===== config.mk =====
export PLATFORM = sky130hd
export DESIGN_NAME = uart_file_loader_flat
export DESIGN_NICKNAME = d
export VERILOG_FILES = /design/src/rtl/uart_file_loader_if.sv /design/src/rtl/uart_file_loader.sv /design/src/flat_wrapper.sv
export SDC_FILE = /design/constraint.sdc
export NUM_CORES = 1
export LEC_CHECK = 0
export ABC_AREA = 1
export CAP_MARGIN = 10
export CORE_ASPECT_RATIO = 1.2
export CORE_MARGIN = 5
export CORE_UTILIZATION = 59
export DETAILED_ROUTE_END_ITERATION = 16
export PLACE_DENSITY = 0.95
export SLEW_MARGIN = 30
export SYNTH_ARGS = -nofsm -noshare
export SYNTH_HDL_FRONTEND = slang
export SYNTH_SLANG_ARGS = --single-unit

===== constraint.sdc =====
create_clock -name clk -period 4.1 [get_ports clk]
set_input_delay 0.82 -clock clk [delete_from_list [all_inputs] [get_ports clk]]
set_output_delay 0.82 -clock clk [all_outputs]
set_load 0.02 [all_outputs]

===== src/rtl/uart_file_loader_if.sv =====
// Byte streams to/from the UART plus the word write port of the target memory.
// Master is the loader side; slave is the UART/memory side.
interface uart_file_loader_if #(
    parameter int ADDR_W = 14
);
    logic              tx_valid;
    logic [7:0]        tx_data;
    logic              tx_ready;
    logic              rx_valid;
    logic [7:0]        rx_data;
    logic              rx_ready;
    logic              mem_valid;
    logic [ADDR_W-1:0] mem_addr;
    logic [31:0]       mem_wdata;
    logic [3:0]        mem_wstrb;
    logic              mem_ready;

    modport master (
        output tx_valid, tx_data, rx_ready, mem_valid, mem_addr, mem_wdata, mem_wstrb,
        input  tx_ready, rx_valid, rx_data, mem_ready
    );

    modport slave (
        input  tx_valid, tx_data, rx_ready, mem_valid, mem_addr, mem_wdata, mem_wstrb,
        output tx_ready, rx_valid, rx_data, mem_ready
    );
endinterface


===== src/rtl/uart_file_loader.sv =====
// Requests a file over UART, reads a 4-byte LE size, packs data bytes into memory words.
// One byte per cycle when rx_valid; a stalled write holds rx_ready low and mem_* stable.
module uart_file_loader #(
    parameter int          ADDR_W   = 14,
    parameter logic [7:0]  REQ_CHAR = 8'h02
) (
    input  logic               clk,
    input  logic               resetn,
    input  logic               start,
    uart_file_loader_if.master bus,
    output logic               busy,
    output logic               done,
    output logic               error,
    output logic [31:0]        file_size
);

    typedef enum logic [2:0] {IDLE, REQ, SIZE, DATA, WRITE, DRAIN, FIN} state_t;

    localparam logic [32:0] CAPACITY = 33'd4 << ADDR_W;

    state_t            state, state_nxt;
    logic [31:0]       cnt;
    logic [31:0]       word_buf;
    logic [3:0]        strb;
    logic [ADDR_W-1:0] addr;
    logic [31:0]       size_nxt;
    logic [1:0]        lane;
    logic              size_over;
    logic              last_byte;
    logic              word_full;

    // In SIZE the low two counter bits select the size byte; in DATA they select the lane.
    assign lane      = cnt[1:0];
    assign size_nxt  = {bus.rx_data, file_size[23:0]};
    assign size_over = {1'b0, size_nxt} > CAPACITY;
    assign last_byte = (cnt + 32'd1) == file_size;
    assign word_full = (lane == 2'd3) || last_byte;

    assign bus.tx_valid  = (state == REQ);
    assign bus.tx_data   = (state == REQ) ? REQ_CHAR : 8'h00;
    assign bus.rx_ready  = (state == SIZE) || (state == DATA) || (state == DRAIN);
    assign bus.mem_valid = (state == WRITE);
    assign bus.mem_addr  = addr;
    assign bus.mem_wdata = word_buf;
    assign bus.mem_wstrb = strb;
    assign busy          = (state != IDLE);
    assign done          = (state == FIN);

    always_ff @(posedge clk or negedge resetn) begin
        if (!resetn) begin
            state <= IDLE;
        end else begin
            state <= state_nxt;
        end
    end

    always_comb begin
        state_nxt = state;
        case (state)
            IDLE:  if (start) state_nxt = REQ;
            REQ:   if (bus.tx_ready) state_nxt = SIZE;
            SIZE: begin
                if (bus.rx_valid && lane == 2'd3) begin
                    if (size_nxt == 32'd0)  state_nxt = FIN;
                    else if (size_over)     state_nxt = DRAIN;
                    else                    state_nxt = DATA;
                end
            end
            DATA:  if (bus.rx_valid && word_full) state_nxt = WRITE;
            WRITE: begin
                if (bus.mem_ready) state_nxt = (cnt == file_size) ? FIN : DATA;
            end
            DRAIN: if (bus.rx_valid && last_byte) state_nxt = FIN;
            FIN:   state_nxt = IDLE;
            default: state_nxt = IDLE;
        endcase
    end

    always_ff @(posedge clk or negedge resetn) begin
        if (!resetn) begin
            file_size <= '0;
            error     <= 1'b0;
            cnt       <= '0;
            word_buf  <= '0;
            strb      <= '0;
            addr      <= '0;
        end else begin
            case (state)
                IDLE: begin
                    if (start) begin
                        file_size <= '0;
                        error     <= 1'b0;
                        cnt       <= '0;
                        word_buf  <= '0;
                        strb      <= '0;
                    end
                end
                SIZE: begin
                    if (bus.rx_valid) begin
                        file_size[{lane, 3'b000} +: 8] <= bus.rx_data;
                        if (lane == 2'd3) begin
                            cnt   <= '0;
                            error <= size_over;
                        end else begin
                            cnt <= cnt + 32'd1;
                        end
                    end
                end
                DATA: begin
                    if (bus.rx_valid) begin
                        word_buf[{lane, 3'b000} +: 8] <= bus.rx_data;
                        strb[lane]                    <= 1'b1;
                        cnt                           <= cnt + 32'd1;
                        // Word address is the index of the byte that closes the word, divided by 4.
                        if (word_full) addr <= cnt[ADDR_W+1:2];
                    end
                end
                WRITE: begin
                    if (bus.mem_ready) begin
                        word_buf <= '0;
                        strb     <= '0;
                    end
                end
                DRAIN: begin
                    if (bus.rx_valid) cnt <= cnt + 32'd1;
                end
                default: ;
            endcase
        end
    end

endmodule


===== src/flat_wrapper.sv =====
// flat-port wrapper written by rule: the top's interface ports become plain ports
module uart_file_loader_flat 
#(
    parameter int          ADDR_W   = 14,
    parameter logic [7:0]  REQ_CHAR = 8'h02
)
  (clk, resetn, start, busy, done, error, file_size, bus_tx_valid, bus_tx_data, bus_rx_ready, bus_mem_valid, bus_mem_addr, bus_mem_wdata, bus_mem_wstrb, bus_tx_ready, bus_rx_valid, bus_rx_data, bus_mem_ready);
  uart_file_loader_if #(.ADDR_W(ADDR_W)) bus_i ();
  input  logic clk;
  input  logic resetn;
  input  logic start;
  output logic busy;
  output logic done;
  output logic error;
  output logic [31:0] file_size;
  output wire logic [$bits(bus_i.tx_valid)-1:0] bus_tx_valid;
  output wire logic [$bits(bus_i.tx_data)-1:0] bus_tx_data;
  output wire logic [$bits(bus_i.rx_ready)-1:0] bus_rx_ready;
  output wire logic [$bits(bus_i.mem_valid)-1:0] bus_mem_valid;
  output wire logic [$bits(bus_i.mem_addr)-1:0] bus_mem_addr;
  output wire logic [$bits(bus_i.mem_wdata)-1:0] bus_mem_wdata;
  output wire logic [$bits(bus_i.mem_wstrb)-1:0] bus_mem_wstrb;
  input wire logic [$bits(bus_i.tx_ready)-1:0] bus_tx_ready;
  input wire logic [$bits(bus_i.rx_valid)-1:0] bus_rx_valid;
  input wire logic [$bits(bus_i.rx_data)-1:0] bus_rx_data;
  input wire logic [$bits(bus_i.mem_ready)-1:0] bus_mem_ready;
  assign bus_tx_valid = bus_i.tx_valid;
  assign bus_tx_data = bus_i.tx_data;
  assign bus_rx_ready = bus_i.rx_ready;
  assign bus_mem_valid = bus_i.mem_valid;
  assign bus_mem_addr = bus_i.mem_addr;
  assign bus_mem_wdata = bus_i.mem_wdata;
  assign bus_mem_wstrb = bus_i.mem_wstrb;
  assign bus_i.tx_ready = bus_tx_ready;
  assign bus_i.rx_valid = bus_rx_valid;
  assign bus_i.rx_data = bus_rx_data;
  assign bus_i.mem_ready = bus_mem_ready;
  uart_file_loader #(.ADDR_W(ADDR_W), .REQ_CHAR(REQ_CHAR)) u_core (.clk(clk), .resetn(resetn), .start(start), .bus(bus_i), .busy(busy), .done(done), .error(error), .file_size(file_size));
endmodule

-- After elaboration in Yosys (flattened, before gate mapping)
Cells that the tools add are included.
- add/subtract/negate cells: 2
- multipliers: 0
- divide/modulo/power cells: 0
- magnitude comparators: 3
- equality and inequality tests: 19
- shift-type cells: 2
- multiplexer cells: 33
- bitwise logic cells: 1
- reductions and logical operators: 20
- operators by type and width (kind ; number):
    $mux W32 ; 7
    $pmux W32 S3 ; 2
    $bwmux W32 ; 2
    $eq A32 B32 Y1 ; 2
    $pmux W32 S2 ; 1
    $add A32 B1 Y32 const B ; 1
    $gt A32 B17 Y1 const B ; 1
    $logic_not A32 Y1 ; 1
    $shift A8 B7 Y32 const A ; 1
    $shiftx A8 B7 Y32 ; 1
    $mux W3 ; 9
    $pmux W3 S6 ; 1
    $ne A2 B2 Y1 const B ; 7
    $mux W4 ; 3
    $pmux W4 S3 ; 1
    $reduce_and A4 Y1 ; 3
    $eq A3 B3 Y1 const B ; 3
    $reduce_bool A3 Y1 ; 3
    $neg A5 Y7 ; 1
    $eq A3 B2 Y1 const B ; 2
    $ne A2 B1 Y1 const B ; 3
    $reduce_and A3 Y1 ; 2
    $reduce_and A6 Y1 ; 1
    $logic_and A1 B1 Y1 ; 4
    other kinds (13) ; 18
- flip-flop bits (word level): 118
- latch bits: 0
- bits in writable memories: 0
- memory bits (read-only): 0
- bits of input ports: 14
- output and inout port bits: 96
- word-level logic and storage cells: 87
- memories: 0

-- Logic depth before layout (Yosys ltp)
- word-level depth: 7
- depth in mapped cells: 20
- depth with buffers taken out: 18

-- Worst setup path before layout
Ideal clock, no wire load.
- path type: register to register
- start point: register u_core.cnt[0]
- end point: register u_core.addr[3] (netlist: u_core.bus.mem_addr[3])
- library setup time: 120 ps
- data arrival time: 2284 ps
- data required time: 3980 ps
- setup slack: 1696 ps
- stages on the path, launching flop included: 21
- path buffers: 3
- clock period less this slack: 2404 ps
- cells stage by stage: dfrtp_1 -> buf_4 -> inv_2 -> ha_1 -> clkbuf_1 -> nor2_1 -> nor2_1 -> nand2_1 -> nor2_1 -> nand3_1 -> nor2_1 -> nand2_1 -> nor2_1 -> nand2_1 -> nor2_1 -> nand3_2 -> nand2_2 -> nand2_4 -> buf_6 -> nand2_1 -> o21ai_2
- cells in the longest elaborated chain, start to end: 4
- elaborated cells between the ends (all ways): 5
- classes of those cells: add/sub (1); eq/ne (2); reduce/logical (2)
- RTL lines (what ; RTL line ; source):
    start: declaration ; uart_file_loader.sv:22 ; logic [31:0] cnt;
    start signal: assignment ; uart_file_loader.sv:105 ; cnt <= cnt + 32'd1;
    start signal: assignment ; uart_file_loader.sv:113 ; cnt <= cnt + 32'd1;
    start signal: assignment ; uart_file_loader.sv:125 ; if (bus.rx_valid) cnt <= cnt + 32'd1;
    $add A32 B1 Y32 ; uart_file_loader.sv:36 ; assign last_byte = (cnt + 32'd1) == file_size;
    $eq A32 B32 Y1 ; uart_file_loader.sv:36 ;
    $logic_or A1 B1 Y1 * ; uart_file_loader.sv:37 ; assign word_full = (lane == 2'd3) || last_byte;
    $reduce_and A3 Y1 (no source line) * ; - ;
    end signal: assignment ; uart_file_loader.sv:115 ; if (word_full) addr <= cnt[ADDR_W+1:2];
    end: declaration ; uart_file_loader.sv:25 ; logic [ADDR_W-1:0] addr;
Every way passes the cells marked *; elsewhere a longest branch is shown, timed or not.
A chain may end at the register's enable or synchronous reset.

-- Worst setup path after layout
- start point: register u_core.state[1]
- end point: output bus_rx_ready
- cells in the longest elaborated chain, start to end: 3
- elaborated cells between the ends (all ways): 5
- classes of those cells: eq/ne (3); reduce/logical (2)
- RTL lines (what ; RTL line ; source):
    start: declaration ; uart_file_loader.sv:21 ; state_t state, state_nxt;
    start signal: assignment ; uart_file_loader.sv:53 ; state <= state_nxt;
    $eq A3 B2 Y1 ; uart_file_loader.sv:41 ; assign bus.rx_ready = (state == SIZE) || (state == DATA) || (state == DRAIN);
    $logic_or A1 B1 Y1 ; uart_file_loader.sv:41 ;
    $logic_or A1 B1 Y1 * ; uart_file_loader.sv:41 ;
    end: declaration ; flat_wrapper.sv:18 ; output wire logic [$bits(bus_i.rx_ready)-1:0] bus_rx_ready;
Marks and branches as above.

==> impl_results.md <==
* Status: finished clean
* DRT iter0 DRCs at 789
* Clk buf depth at 2
* DRT Wirelength at 24.0 mm
* Routed vias/inst at 5.98
* CORE AREA at between 10,000 and 15,000 sq um
* Wire per inst at between 15 and 20 microns
* Util after Layout at between 70% and 80%
* Full die area at about 14,000 sq um
* Setup crit end kind: primary output
* Met2 wire len at 11.7 mm
* Sequential-to-total area share from yosys stat at between 40% and 50%
* Final #Nets at 1,096
* Ys async rst share at between 90% and 100%
* Worst slew pin tran at 0.877 ns
* Grt total ovfl at 0
* DP Wirelength at between 15 and 20 mm
* Finish-stage setup viols at 0
* Final TNS setup at 0 ns
* Cell Area, Placed at 8300 sq um
* Critical Setup Path Class: flip-flop to primary output
* Slew Limit Headroom at between 40 and 50%
* Post-cts gate resize count at 0
* Worst-skew pair later-pin latency at 0.43 ns
* Die H at around 130 microns
* I/O pins at 110
* Top-area cell type share of the netlist area at 41.2%
* Postcts setup bufs at 0
* Final ANT Viol Nets at 0
* Hold Crit Class: input port to async pin
* Unique masters post-synth at 46
* Post-route cell area at roughly 8900 sq um
* Initial antenna violation count at 1
* Tcrit/Tclk final at a little under nine tenths
* Antenna cells at 0
* Most frequent cell after synthesis: nand2_1
* Fillers at between 800 and 900
* Drt first pass iters at 9
* PortBufs at 102
* Area delta synth->final at 24.0%
* Cts hold-fix bufs at 0
* Max Slew Vio Count at 0
* CTS tree: done
* Arrival time at the worst endpoint at 2.68 ns
* Ys Warns at 0
* Hold Slack at around 0.27 ns
* VDD IR-drop max at between 400 and 500 uV
* Synth top cells by count: nand2_1, dfrtp_1, inv_1, nand3_1, nor2_1
* Via count at about 7,500
* Avg Synthesized Cell Area at 7.38 sq um
* F_max at 286 MHz
* Leak Pwr at ~4.1 nW
* Vias in the first global route at 7,191
* Top FF cell, synth: dfrtp_1
* Max H-tree Level at 4
* First-pass GRT wire length at about 38 mm
* Pin count of the biggest net entering global routing at slightly below 70
* Top cell type by total area after synthesis: dfrtp_1
* Root Buffer Master: clkbuf_16
* Chip Width at 111 microns
* Yosys reg bits at around 120
* Clock Skew at 0.00520 ns
* CTS Buf Count at 17
* Reg clk slew, reported paths at 0.06 ns
* PwrDens at around 520 nW/um^2
* Layout cells sized above 1 at a little over 8%
* WL met1 at between 8 and 9 mm
* Met3 routed WL at around 2.4 mm
* Max-cap violations at 0
* EDFF count, synth at 0
* Critical Path Source Type: flip-flop
* TritonCTS Sinks at between 100 and 150
* Top Metal Used: met5
* RSZ-0062 raised after global routing: no
* Final hold vios at 0
* Area contributors post-synth: dfrtp_1, nand2_1, nand3_1, inv_1, o21ai_0
* Synthesized cell area at about 7000 sq um
* Site Rows at between 40 and 50
* Critical path required time at 3.28 ns
* Synthesized instance count at roughly 970
* DRC errors left at 0
* Tmin final at 3.50 ns
* Gpl congestion at 1.03
* Initial Util at between 50% and 60%
* CP max FO at 30
* Tot GR Track Use at 33.5%
[where the power goes]
part           switching (W)  internal (W)
sequential          0.000102       0.00125
clock               0.000554      0.000840
combinational        0.00138      0.000516
[worst max-delay path, stage by stage, from the launching register on]
cell and delay [ns]:
dfrtp_1 0.42, inv_1 0.09, nor2_1 0.05, inv_2 0.07, nor2_2 0.03, buf_4 0.24, nor2_1 0.53, nand2_1 0.19
clkdlybuf4s50_1 0.63
[cell families (layout without fill, tap and decap cells)]
| logic type | after synthesis | after routing | share of synthesized area, % |
|---|---|---|---|
| AOI/OAI and AO/OA | 142 | 142 | 12.2 |
| DFF | 118 | 118 | 41.2 |
| other | 1 | 7 | 0.0524 |
| xor gates and xnor gates | 37 | 37 | 4.72 |
| and+or+nand+nor | 520 | 520 | 32.3 |
| buffers and inverters | 147 | 258 | 8.45 |
| adders and majority gates | 6 | 6 | 1.05 |
[layout by cell type (no fill, tap or decap), types with 7 or more instances in the layout]
cell               n
a21oi_1           15
buf_4             10
clkbuf_16         17
clkdlybuf4s50_1  101
conb_1             7
dfrtp_1          118
inv_1            107
nand2_1          260
nand3_1           85
nand4_1           18
nor2_1            83
nor2_2            12
nor3_1            29
nor4_1             7
o21a_1             7
o21ai_0           64
o21ai_2           14
o22ai_1           12
o31ai_1            9
xnor2_1           17
xor2_1            19
[per-stage QoR]
step	std cells	setup WS (ns)	total power, W
after floorplan	977	1.70	0.00253
after CTS	1248	0.685	0.00456
after global placement	1217	0.940	0.00311
final	1249	0.600	0.00464
after detailed placement	1217	0.901	0.00315
after global routing	1249	0.448	0.00486
[path summary, 6_finish.rpt]
| path | from | endpoint | slack (ns) | depth (start not counted) |
|---|---|---|---|---|
| min in group clk | u_core.bus.mem_wdata[16] | u_core.bus.mem_wdata[16] | 0.48 | 2 |
| min reg2reg | u_core.bus.mem_wdata[16] | u_core.bus.mem_wdata[16] | 0.48 | 2 |
| max reg2reg | u_core.cnt[0] | u_core.bus.mem_addr[13] | 0.61 | 17 |
| max | u_core.state[1] | bus_rx_ready | 0.60 | 8 |
| max in group asynchronous | resetn | u_core.cnt[15] | 3.16 | 2 |
| min | resetn | u_core.cnt[29] | 0.27 | 1 |
[flip-flops by register name, summed over array words and instances (netlist names)]
register / count
u_core.state: 3
u_core.bus.mem_addr: 14
u_core.file_size: 32
u_core.error: 1
u_core.bus.mem_wstrb: 4
u_core.bus.mem_wdata: 32
u_core.cnt: 32
[per-layer routing]
metal	GRT usage, %	vias to the layer above
li1	-	3398
met1	40.0	3453
met2	57.6	510
met3	7.51	111
met4	17.4	2
met5	0	-
[cell type report]
type | count | area, sq um | area share [%]
tap | 161 | 201 | 2.27
sequential | 118 | 2950 | 33.2
multi-input combinational | 712 | 3630 | 40.9
clock inverter | 12 | 108 | 1.21
inverter | 115 | 432 | 4.86
timing repair buffer | 112 | 1110 | 12.5
clock buffer | 19 | 443 | 4.99
(Power assumes the default switching activity.)
==> variant: new RTL, config.mk and constraints unchanged <==
Put one more register stage on the output `error`. The value now appears one clock later. The other outputs are not delayed to match.
--- a/src/rtl/uart_file_loader.sv
+++ b/src/rtl/uart_file_loader.sv
@@ -19,2 +19,4 @@
     localparam logic [32:0] CAPACITY = 33'd4 << ADDR_W;
+
+    logic error_s0;
 
@@ -81,3 +83,3 @@
             file_size <= '0;
-            error     <= 1'b0;
+            error_s0  <= 1'b0;
             cnt       <= '0;
@@ -91,3 +93,3 @@
                         file_size <= '0;
-                        error     <= 1'b0;
+                        error_s0  <= 1'b0;
                         cnt       <= '0;
@@ -102,3 +104,3 @@
                             cnt   <= '0;
-                            error <= size_over;
+                            error_s0 <= size_over;
                         end else begin
@@ -131,2 +133,6 @@
 
+    always_ff @(posedge clk) begin
+        error <= error_s0;
+    end
+
 endmodule
Formal check against the unedited RTL: not equivalent (a bounded check fails within 10 cycles, from zero or initial values and one cycle with resetn low).
==> variant against the original RTL <==
Power increased by 4.5%. Critical path depth increased by 12. Final cell count decreased by 0.56%. Cell area increased by 0.14%. Synthesized area decreased by 0.33%. Sequential cell count increased by 1. Worst setup slack improved by 0.30 ns. Synthesized cell count decreased by 0.62%. Combinational power increased by 3%. Wire length decreased by 2.3%. Critical endpoint is now u_core.bus.mem_addr[7]$_DFFE_PN0P_. Die area decreased by 0.30%. First-iteration DRC count decreased by 2.7%.
==> variant: results (changes against the original RTL) <==
[outcome]
outcome = complete, no violations

[critical_path]
path_max_fanout = 28  ; -6.7%
critPathKind = register to register
r2r_slack_ns = 0.90  ; +0.29 ns
reg2reg_depth = 20  ; +3
critPathArrivalTime_ns = 3.50  ; +0.82 ns
crit_path_top_delay_cell = dfrtp_1
crit_path_end = u_core.bus.mem_addr[7]$_DFFE_PN0P_

[routing]
wl_mm = 23.5  ; -2.3%
met1_length_mm = 8.36  ; -4.1%
dr.pass1.iters = 6  ; -3
wl_met2_mm = 11.1  ; -5.5%
drt_iter0_markers = 768  ; -2.7%
wl_met3_mm = 2.23  ; -7.5%
num_vias = 7438  ; -0.48%
via_per_inst = 5.99  ; about the same

[grt]
grt_max_degree = 119  ; +75%
grt_usage_pct = 33.0  ; -0.49 points
use_met3_pct = 7.74  ; +0.23 points
grt_pass1_vias = 7279  ; +1.2%
met2_usage_pct = 55.5  ; -2.1 points
use_met1_pct = 38.2  ; -1.8 points
antenna_found_initial = 0  ; -1

[cells_and_area]
area.growth.synth_to_final_pct = 24.6
buffer_area_share_pct = 12.3  ; -0.27 points
regArea_um2 = 2970  ; +0.68%
buffers = 110  ; -1.8%
nonClockInverterCount = 110  ; -4.3%
n_clock_buffer = 17  ; -2
clk_share_pct = 6.75  ; +0.55 points
fin_nets = 1089  ; -0.64%
drive_gt1_share_pct = 7.96  ; -0.22 points

[synth]
synthTopCellsByCount = nand2_1, dfrtp_1, inv_1
synth.area.top_cells = dfrtp_1, nand2_1, nand3_1
async_flop_share_pct = 99.2  ; -0.84 points
avgSynthCellArea_um2 = 7.40  ; +0.29%
synthDistinctLibCells = 44  ; -4.3%
synth_compound_area_share_pct = 11.7  ; -0.49 points
yosys.area_share.xor_xnor_pct = 4.98  ; +0.26 points
synthMuxAreaShare_pct = 0  ; unchanged
ys_seq_area_share_pct = 41.6  ; +0.42 points
yosys.area_share.adder_pct = 1.05  ; +0.0035 points

[placed_design]
place.gp.congestion = 1.08  ; +4.1%
dp.cells = 1211  ; -0.49%
dp_hpwl_mm = 17.1  ; -0.49%
placed_area_um2 = 8290  ; -0.17%

[power_and_ir_drop]
p_leak_uw = 0.00403  ; -0.63%
peakVddDrop_uv = 413  ; -10%

[min_path]
hold_class = register to register

[clock_tree]
clk_latency_ns = 0.43  ; about the same

[sta]
maxSlewHeadroom_pct = 46.5  ; +4.9 points

-- variant: cell types whose count changed in the layout (fill, tap and decap cells not counted), sizes merged, moves of 2 or more --
cell      change
buf           -2
nor2          -5
o21ai         -2
clkinvlp      -3
bufinv        +2
clkbuf        -2
inv           -2
nand3         +4
nand2         +5
-- variant: where the power goes --
| part | total (uW) | switching [uW] | internal (uW) |
|---|---|---|---|
| Sequential | 1360 | 103 | 1260 |
| Combinational | 1950 | 1430 | 528 |
| Clock | 1530 | 575 | 956 |
| Total | 4850 | 2100 | 2740 |
-- variant: per-stage QoR --
stage / power [uW] / hold slack, ns / worst slack (ns)
2_1_floorplan: 2570 / 0.341 / 1.74
3_3_place_gp: 3200 / 0.356 / 1.06
3_5_place_dp: 3230 / 0.351 / 0.903
4_1_cts: 4780 / 0.363 / 0.972
5_1_grt: 5070 / 0.370 / 0.671
6_report: 4850 / 0.366 / 0.897
